===== config.mk =====
export PLATFORM = sky130hd
export DESIGN_NAME = wb_i2c_seq_flat
export DESIGN_NICKNAME = d
export VERILOG_FILES = /design/src/rtl/wb_i2c_seq_pkg.sv /design/src/rtl/wb_i2c_seq_if.sv /design/src/rtl/wb_i2c_seq_wb_mst_port.sv /design/src/rtl/wb_i2c_seq.sv /design/src/flat_wrapper.sv
export SDC_FILE = /design/constraint.sdc
export NUM_CORES = 1
export LEC_CHECK = 0
export CORE_MARGIN = 2
export CORE_UTILIZATION = 42
export CTS_BUF_LIST = sky130_fd_sc_hd__clkbuf_16
export CTS_CLUSTER_DIAMETER = 60
export DETAILED_ROUTE_END_ITERATION = 10
export GPL_ROUTABILITY_DRIVEN = 0
export PLACE_DENSITY = 0.71
export SETUP_SLACK_MARGIN = 0.05
export SLEW_MARGIN = 20
export SYNTH_ARGS = -nofsm -noshare
export SYNTH_HDL_FRONTEND = slang
export SYNTH_SLANG_ARGS = --single-unit

===== constraint.sdc =====
create_clock -name clk -period 2.37 [get_ports clk]
set_input_delay 0.237 -clock clk [delete_from_list [all_inputs] [get_ports clk]]
set_output_delay 0.237 -clock clk [all_outputs]
set_load 0.03 [all_outputs]

===== src/rtl/wb_i2c_seq_pkg.sv =====
// Shared definitions for the I2C burst-read sequencer: register map, UCR bit
// positions, Wishbone constants and the sequencer state encoding.
package wb_i2c_seq_pkg;

  localparam logic [31:0] UCR_OFS  = 32'h0000_0000;
  localparam logic [31:0] DATA_OFS = 32'h0000_0004;
  localparam logic [31:0] ADDR_OFS = 32'h0000_0008;

  localparam int UCR_ENA_BIT    = 3;
  localparam int UCR_ACKERR_BIT = 1;
  localparam int UCR_BUSY_BIT   = 0;

  localparam logic [3:0] WB_SEL_ALL = 4'hF;
  localparam logic [3:0] MAX_LEN    = 4'd8;

  typedef enum logic [3:0] {
    IDLE,
    WR_PTR,
    WR_CMDW,
    WAIT_HI_W,
    WR_CMDR,
    WAIT_LO_W,
    WAIT_HI_R,
    WR_STOP,
    WAIT_LO_R,
    RD_DATA,
    ABORT,
    FINISH
  } seq_state_e;

endpackage


===== src/rtl/wb_i2c_seq_if.sv =====
// Wishbone master bus bundle between the sequencer and the I2C register block.
interface wb_i2c_seq_if;
  logic        wbm_cyc_o;
  logic        wbm_stb_o;
  logic        wbm_we_o;
  logic [31:0] wbm_adr_o;
  logic [3:0]  wbm_sel_o;
  logic [31:0] wbm_dat_o;
  logic [31:0] wbm_dat_i;
  logic        wbm_ack_i;

  modport master (
    output wbm_cyc_o, wbm_stb_o, wbm_we_o, wbm_adr_o, wbm_sel_o, wbm_dat_o,
    input  wbm_dat_i, wbm_ack_i
  );

  modport slave (
    input  wbm_cyc_o, wbm_stb_o, wbm_we_o, wbm_adr_o, wbm_sel_o, wbm_dat_o,
    output wbm_dat_i, wbm_ack_i
  );
endinterface


===== src/rtl/wb_i2c_seq_wb_mst_port.sv =====
// Single-access Wishbone master: latches one request, holds cyc/stb until ack,
// then pulses done with the captured read data.
module wb_mst_port
  import wb_i2c_seq_pkg::*;
(
  input  logic         clk,
  input  logic         reset,
  input  logic         req,
  input  logic         we,
  input  logic [31:0]  adr,
  input  logic [31:0]  dat,
  output logic         done,
  output logic [31:0]  rdata,
  wb_i2c_seq_if.master wbm
);

  logic        cyc_reg;
  logic        we_reg;
  logic [31:0] adr_reg;
  logic [31:0] dat_reg;
  logic        done_reg;
  logic [31:0] rdata_reg;

  always_ff @(posedge clk) begin
    if (reset) begin
      cyc_reg   <= 1'b0;
      we_reg    <= 1'b0;
      adr_reg   <= '0;
      dat_reg   <= '0;
      done_reg  <= 1'b0;
      rdata_reg <= '0;
    end else begin
      done_reg <= 1'b0;
      if (cyc_reg) begin
        // Drop the cycle on the edge that sees ack so the bus idles next cycle.
        if (wbm.wbm_ack_i) begin
          cyc_reg   <= 1'b0;
          we_reg    <= 1'b0;
          done_reg  <= 1'b1;
          rdata_reg <= wbm.wbm_dat_i;
        end
      end else if (req) begin
        cyc_reg <= 1'b1;
        we_reg  <= we;
        adr_reg <= adr;
        dat_reg <= dat;
      end
    end
  end

  assign wbm.wbm_cyc_o = cyc_reg;
  assign wbm.wbm_stb_o = cyc_reg;
  assign wbm.wbm_we_o  = we_reg;
  assign wbm.wbm_adr_o = adr_reg;
  assign wbm.wbm_dat_o = dat_reg;
  assign wbm.wbm_sel_o = WB_SEL_ALL;
  assign done          = done_reg;
  assign rdata         = rdata_reg;

endmodule


===== src/rtl/wb_i2c_seq.sv =====
// I2C burst-read sequencer driving an I2C register block over Wishbone.
// Optional poll watchdog enabled by defining I2C_SEQ_TIMEOUT_EN.
module wb_i2c_seq
  import wb_i2c_seq_pkg::*;
#(
  parameter logic [31:0] BASE_ADDR  = 32'h0000_0000,
  parameter logic [15:0] POLL_LIMIT = 16'd4095
) (
  input  logic         clk,
  input  logic         reset,
  input  logic         start,
  input  logic [6:0]   dev_addr,
  input  logic [7:0]   reg_addr,
  input  logic [3:0]   len,
  output logic         busy_o,
  output logic         done,
  output logic         err,
  input  logic [2:0]   buf_idx,
  output logic [7:0]   buf_data,
  wb_i2c_seq_if.master wbm
);

  seq_state_e  state_reg;
  logic        pend_reg;
  logic        req_reg;
  logic        req_we_reg;
  logic [31:0] req_adr_reg;
  logic [31:0] req_dat_reg;
  logic [6:0]  dev_reg;
  logic [7:0]  ptr_reg;
  logic [3:0]  len_reg;
  logic [3:0]  idx_reg;
  logic        busy_reg;
  logic        done_reg;
  logic        err_reg;

  logic        mst_done;
  logic [31:0] mst_rdata;

  logic        acc_we;
  logic [31:0] acc_adr;
  logic [31:0] acc_dat;
  logic        is_bus;
  logic        wait_hi;
  logic        poll_match;
  logic        poll_expired;
  seq_state_e  wait_next;

  logic [7:0]  buf_mem [8];

  wb_mst_port u_port (
    .clk   (clk),
    .reset (reset),
    .req   (req_reg),
    .we    (req_we_reg),
    .adr   (req_adr_reg),
    .dat   (req_dat_reg),
    .done  (mst_done),
    .rdata (mst_rdata),
    .wbm   (wbm)
  );

  // The bus access each state performs; issued once per visit or per poll.
  always_comb begin
    acc_we  = 1'b1;
    acc_adr = BASE_ADDR + UCR_OFS;
    acc_dat = '0;
    case (state_reg)
      WR_PTR: begin
        acc_adr = BASE_ADDR + DATA_OFS;
        acc_dat = {24'h0, ptr_reg};
      end
      WR_CMDW: begin
        acc_adr = BASE_ADDR + ADDR_OFS;
        acc_dat = {24'h0, 1'b0, dev_reg};
      end
      WR_CMDR: begin
        acc_adr = BASE_ADDR + ADDR_OFS;
        acc_dat = {24'h0, 1'b1, dev_reg};
      end
      WAIT_HI_W, WAIT_LO_W, WAIT_HI_R, WAIT_LO_R: acc_we = 1'b0;
      RD_DATA: begin
        acc_we  = 1'b0;
        acc_adr = BASE_ADDR + DATA_OFS;
      end
      default: ;
    endcase
  end

  always_comb begin
    is_bus     = (state_reg != IDLE) && (state_reg != FINISH);
    wait_hi    = (state_reg == WAIT_HI_W) || (state_reg == WAIT_HI_R);
    poll_match = (mst_rdata[UCR_BUSY_BIT] == wait_hi);
    case (state_reg)
      WAIT_HI_W: wait_next = WR_CMDR;
      WAIT_LO_W: wait_next = WAIT_HI_R;
      WAIT_HI_R: wait_next = (idx_reg == len_reg - 4'd1) ? WR_STOP : WAIT_LO_R;
      default:   wait_next = RD_DATA;
    endcase
  end

`ifdef I2C_SEQ_TIMEOUT_EN
  logic [15:0] poll_cnt_reg;
  logic        is_wait;
  logic        unused_bits;

  assign is_wait      = (state_reg == WAIT_HI_W) || (state_reg == WAIT_LO_W) ||
                        (state_reg == WAIT_HI_R) || (state_reg == WAIT_LO_R);
  assign poll_expired = (poll_cnt_reg == POLL_LIMIT - 16'd1);
  assign unused_bits  = ^mst_rdata[31:8];

  // A matching poll leaves the state, so restarting the count there covers
  // wait-to-wait transitions as well as entry from a write state.
  always_ff @(posedge clk) begin
    if (reset || !is_wait) begin
      poll_cnt_reg <= '0;
    end else if (mst_done) begin
      poll_cnt_reg <= poll_match ? 16'd0 : poll_cnt_reg + 16'd1;
    end
  end
`else
  logic unused_bits;
  assign poll_expired = 1'b0;
  assign unused_bits  = ^{mst_rdata[31:8], POLL_LIMIT};
`endif

  always_ff @(posedge clk) begin
    if (reset) begin
      state_reg   <= IDLE;
      pend_reg    <= 1'b0;
      req_reg     <= 1'b0;
      req_we_reg  <= 1'b0;
      req_adr_reg <= '0;
      req_dat_reg <= '0;
      dev_reg     <= '0;
      ptr_reg     <= '0;
      len_reg     <= '0;
      idx_reg     <= '0;
      busy_reg    <= 1'b0;
      done_reg    <= 1'b0;
      err_reg     <= 1'b0;
    end else begin
      req_reg  <= 1'b0;
      done_reg <= 1'b0;
      if (is_bus && !pend_reg) begin
        req_reg     <= 1'b1;
        req_we_reg  <= acc_we;
        req_adr_reg <= acc_adr;
        req_dat_reg <= acc_dat;
        pend_reg    <= 1'b1;
      end
      if (mst_done) pend_reg <= 1'b0;

      case (state_reg)
        IDLE: begin
          if (start) begin
            if (len == 4'd0 || len > MAX_LEN) begin
              err_reg  <= 1'b1;
              done_reg <= 1'b1;
            end else begin
              dev_reg   <= dev_addr;
              ptr_reg   <= reg_addr;
              len_reg   <= len;
              idx_reg   <= '0;
              err_reg   <= 1'b0;
              busy_reg  <= 1'b1;
              state_reg <= WR_PTR;
            end
          end
        end
        WR_PTR:  if (mst_done) state_reg <= WR_CMDW;
        WR_CMDW: if (mst_done) state_reg <= WAIT_HI_W;
        WR_CMDR: if (mst_done) state_reg <= WAIT_LO_W;
        WR_STOP: if (mst_done) state_reg <= WAIT_LO_R;
        WAIT_HI_W, WAIT_LO_W, WAIT_HI_R, WAIT_LO_R: begin
          if (mst_done) begin
            if (mst_rdata[UCR_ACKERR_BIT]) state_reg <= ABORT;
            else if (poll_match)           state_reg <= wait_next;
            else if (poll_expired)         state_reg <= ABORT;
          end
        end
        RD_DATA: begin
          if (mst_done) begin
            idx_reg <= idx_reg + 4'd1;
            if (idx_reg + 4'd1 == len_reg) begin
              state_reg <= FINISH;
              done_reg  <= 1'b1;
            end else begin
              state_reg <= WAIT_HI_R;
            end
          end
        end
        ABORT: begin
          if (mst_done) begin
            err_reg   <= 1'b1;
            state_reg <= FINISH;
            done_reg  <= 1'b1;
          end
        end
        FINISH: begin
          busy_reg  <= 1'b0;
          state_reg <= IDLE;
        end
        default: state_reg <= IDLE;
      endcase
    end
  end

  // Buffer keeps its contents across reset and new bursts.
  always_ff @(posedge clk) begin
    if (!reset && state_reg == RD_DATA && mst_done) begin
      buf_mem[idx_reg[2:0]] <= mst_rdata[7:0];
    end
  end

  assign buf_data = buf_mem[buf_idx];
  assign busy_o   = busy_reg;
  assign done     = done_reg;
  assign err      = err_reg;

endmodule


===== src/flat_wrapper.sv =====
// flat-port wrapper written by rule: the top's interface ports become plain ports
module wb_i2c_seq_flat import wb_i2c_seq_pkg::*;
#(
  parameter logic [31:0] BASE_ADDR  = 32'h0000_0000,
  parameter logic [15:0] POLL_LIMIT = 16'd4095
)
  (clk, reset, start, dev_addr, reg_addr, len, busy_o, done, err, buf_idx, buf_data, wbm_wbm_cyc_o, wbm_wbm_stb_o, wbm_wbm_we_o, wbm_wbm_adr_o, wbm_wbm_sel_o, wbm_wbm_dat_o, wbm_wbm_dat_i, wbm_wbm_ack_i);
  wb_i2c_seq_if wbm_i ();
  input  logic clk;
  input  logic reset;
  input  logic start;
  input  logic [6:0] dev_addr;
  input  logic [7:0] reg_addr;
  input  logic [3:0] len;
  output logic busy_o;
  output logic done;
  output logic err;
  input  logic [2:0] buf_idx;
  output logic [7:0] buf_data;
  output wire logic [$bits(wbm_i.wbm_cyc_o)-1:0] wbm_wbm_cyc_o;
  output wire logic [$bits(wbm_i.wbm_stb_o)-1:0] wbm_wbm_stb_o;
  output wire logic [$bits(wbm_i.wbm_we_o)-1:0] wbm_wbm_we_o;
  output wire logic [$bits(wbm_i.wbm_adr_o)-1:0] wbm_wbm_adr_o;
  output wire logic [$bits(wbm_i.wbm_sel_o)-1:0] wbm_wbm_sel_o;
  output wire logic [$bits(wbm_i.wbm_dat_o)-1:0] wbm_wbm_dat_o;
  input wire logic [$bits(wbm_i.wbm_dat_i)-1:0] wbm_wbm_dat_i;
  input wire logic [$bits(wbm_i.wbm_ack_i)-1:0] wbm_wbm_ack_i;
  assign wbm_wbm_cyc_o = wbm_i.wbm_cyc_o;
  assign wbm_wbm_stb_o = wbm_i.wbm_stb_o;
  assign wbm_wbm_we_o = wbm_i.wbm_we_o;
  assign wbm_wbm_adr_o = wbm_i.wbm_adr_o;
  assign wbm_wbm_sel_o = wbm_i.wbm_sel_o;
  assign wbm_wbm_dat_o = wbm_i.wbm_dat_o;
  assign wbm_i.wbm_dat_i = wbm_wbm_dat_i;
  assign wbm_i.wbm_ack_i = wbm_wbm_ack_i;
  wb_i2c_seq #(.BASE_ADDR(BASE_ADDR), .POLL_LIMIT(POLL_LIMIT)) u_core (.clk(clk), .reset(reset), .start(start), .dev_addr(dev_addr), .reg_addr(reg_addr), .len(len), .busy_o(busy_o), .done(done), .err(err), .buf_idx(buf_idx), .buf_data(buf_data), .wbm(wbm_i));
endmodule

==> reports/qor.yml <==
grt:
  grt_pass1_vias: 3645
  grt_first_pass_wirelength_mm: 18.3
  grt_overflow: 0
  antenna_found_initial: 0
  grt_max_degree: 41
  grt_usage_pct: 16.3
setup_path:
  crit_required_ns: 2.65
  crit_start: "u_core.state_reg[1]$_SDFFE_PP0P_"
  cp-start-kind: "flip-flop"
  r2r_start: "u_core.state_reg[1]$_SDFFE_PP0P_"
  crit_slowest_cell: "dfxtp_1"
  worstPathArrival_ns: 2.45
  r2r_slack_ns: 0.20
  critPathMaxStageDelay_ns: 0.49
  worst-setup-path-type: "flip-flop to flip-flop"
  path_max_fanout: 17
  critPathCaptureType: "flip-flop"
  crit_family: "simple AND/OR/NAND/NOR gates"
  crit_path_cell_trace: "nor4_4, nand4_1, a221oi_2, o221a_2, nor3_1"
  path_buf_inv: 0
floorplan:
  die_area_um2: 14800
  rows: 43
  io_pins: 140
  die_height_um: 122
  die_w_um: 122
  start_util_pct: 42.4
  coreArea_um2: 13700
layout:
  largest_register_ffs: 64
  layout_common_cells: "edfxtp_1, dfxtp_1, conb_1"
  nets: 630
  area_growth_syn_to_layout_pct: 21.2
  antenna_cells: 0
  postLayoutCoreUtil_pct: 51.4
  drive_gt1_share_pct: 15.3
  nFillCells: 1186
  multi_input_area_um2: 2210
  stdcell_area_um2: 7060
  ff_latch_area_um2: 3200
clock_network:
  clock-root-buffer: "clkbuf_16"
  cts_tree: "yes"
  cts_buffers: 17
  htree_levels: 4
  clockBufferDepth: 2
  holdBufCountCts: 0
  clkSinkCount: 128
  clk_pin_slew_ns: 0.06
  worstSkewPairLatency_ns: 0.42
  cts_setup_buffers: 0
synthesis:
  async_flop_share_pct: 0
  ys_seq_area_share_pct: 55.0
  yosys_warnings: 0
  ys_ff_latch: 128
  yosys_most_used_dff: "edfxtp_1"
  syn_area_per_cell_um2: 11.6
  synth-edff-count: 64
  synth_area_um2: 5820
  yosysUniqueCellTypes: 56
  synth_cells: 503
sta:
  fin_skew_ns: 0.00761
  maxSlewHeadroom_pct: 59.7
  post-route-period-util_pct: 91.5
  fin_setup_tns_ns: 0
  max_freq_ghz: 0.461
  holdWs_ns: 0.237
  fin_crit_ns: 2.17
  rsz0062_at_grt: "no"
  worstMarginPinSlew_ns: 0.604
  hold_viol: 0
  drv_slew: 0
  setup_violations: 0
placed_design:
  dpl_cell_area_um2: 6440
  place_hpwl_mm: 8.01
  io_buffers: 57
route:
  wire_per_inst_um: 15.1
  route.detailed.drc: 0
  drtAntennaViolNets: 0
  dr.pass1.iters: 6
  drt-total-wl_mm: 11.5
  vias: 3758
  vias_per_cell: 4.93
  drt_iter0_markers: 358
power:
  vdd_ir_drop_max_uv: 462
  p_leak_uw: 0.00268
  power.density_nw_per_um2: 798
hold_path:
  hp-start: "reset"
  hold_path.class: "primary input to flip-flop"
flow_run:
  drv_cap: 0
run_status:
  status: "complete, no violations"
[cell type report]
class	count	share of cell area (%)
Multi-Input combinational cell	333	31.3
Clock buffer	17	6.03
Clock inverter	14	2.16
Sequential cell	128	45.4
Timing Repair Buffer	82	11.5
Inverter	8	0.426
Tap cell	180	3.19
[worst paths after layout]
path | to | cells after the start
worst max-delay path | u_core.state_reg[1]$_SDFFE_PP0P_ | 5
worst min-delay path | u_core.len_reg[3]$_SDFFE_PP0P_ | 2
worst max register to register | u_core.state_reg[1]$_SDFFE_PP0P_ | 5
worst min register to register | u_core.u_port.wbm.wbm_dat_o[5]$_SDFFE_PP0P_ | 2
[power by group]
group | leakage [uW] | internal (uW) | switching [uW] | total (uW)
logic | 0.00127 | 270 | 408 | 678
clock network | 0.000290 | 1620 | 888 | 2510
registers | 0.00112 | 2370 | 64.5 | 2440
total | 0.00268 | 4270 | 1360 | 5630
[timing repair]
item | in CTS | in global routing
resized for setup | 5 | 4
pin swaps | 0 | 0
hold endpoints to repair | 0 | 0
cloned | 0 | 1
setup endpoints to repair | 8 | 15
[per-stage QoR]
stage                     instances  setup WS [ns]  total power (uW)
after detailed placement        730         -0.119              3150
after global placement          730         -0.117              3140
after floorplan                 559          0.227              3030
after CTS                       761         0.0506              5650
final                           762          0.201              5630
after global routing            762         0.0512              5820
[metal layers]
metal | share of wire [%] | GRT usage [%]
met1 | 45 | 20.9
met2 | 47 | 25.4
met3 | 6.5 | 5.38
met4 | 1.5 | 6.75
met5 | 0 | 0
[synthesized netlist by cell type (8+ instances only)]
cell type	instances	area share [%]
a21oi_1	28	2.4
buf_2	10	0.86
buf_4	62	8.0
clkbuf_1	16	1.0
dfxtp_1	64	22
edfxtp_1	64	33
inv_1	8	0.52
mux2_2	8	1.5
mux2i_1	22	3.8
mux4_2	16	6.2
nand2_1	47	3.0
nor2_1	50	3.2
nor3_1	9	0.77
[cell families after synthesis]
kind of cell    share of synthesized area [%]
simple gates                             11.6
flops                                    55.0
buf+inv                                  10.7
compound gates                           8.27
mux                                      11.5
xor+xnor                                 2.43
fa+ha+maj                               0.430
other cells                             0.129
[worst reg2reg max path: cells and delay by family (launching register included)]
| family | cells | cell delay, ns |
|---|---|---|
| AOI/OAI and AO/OA | 2 | 0.70 |
| DFF | 1 | 0.49 |
| and+or+nand+nor | 3 | 0.85 |
(Power assumes the default switching activity.)
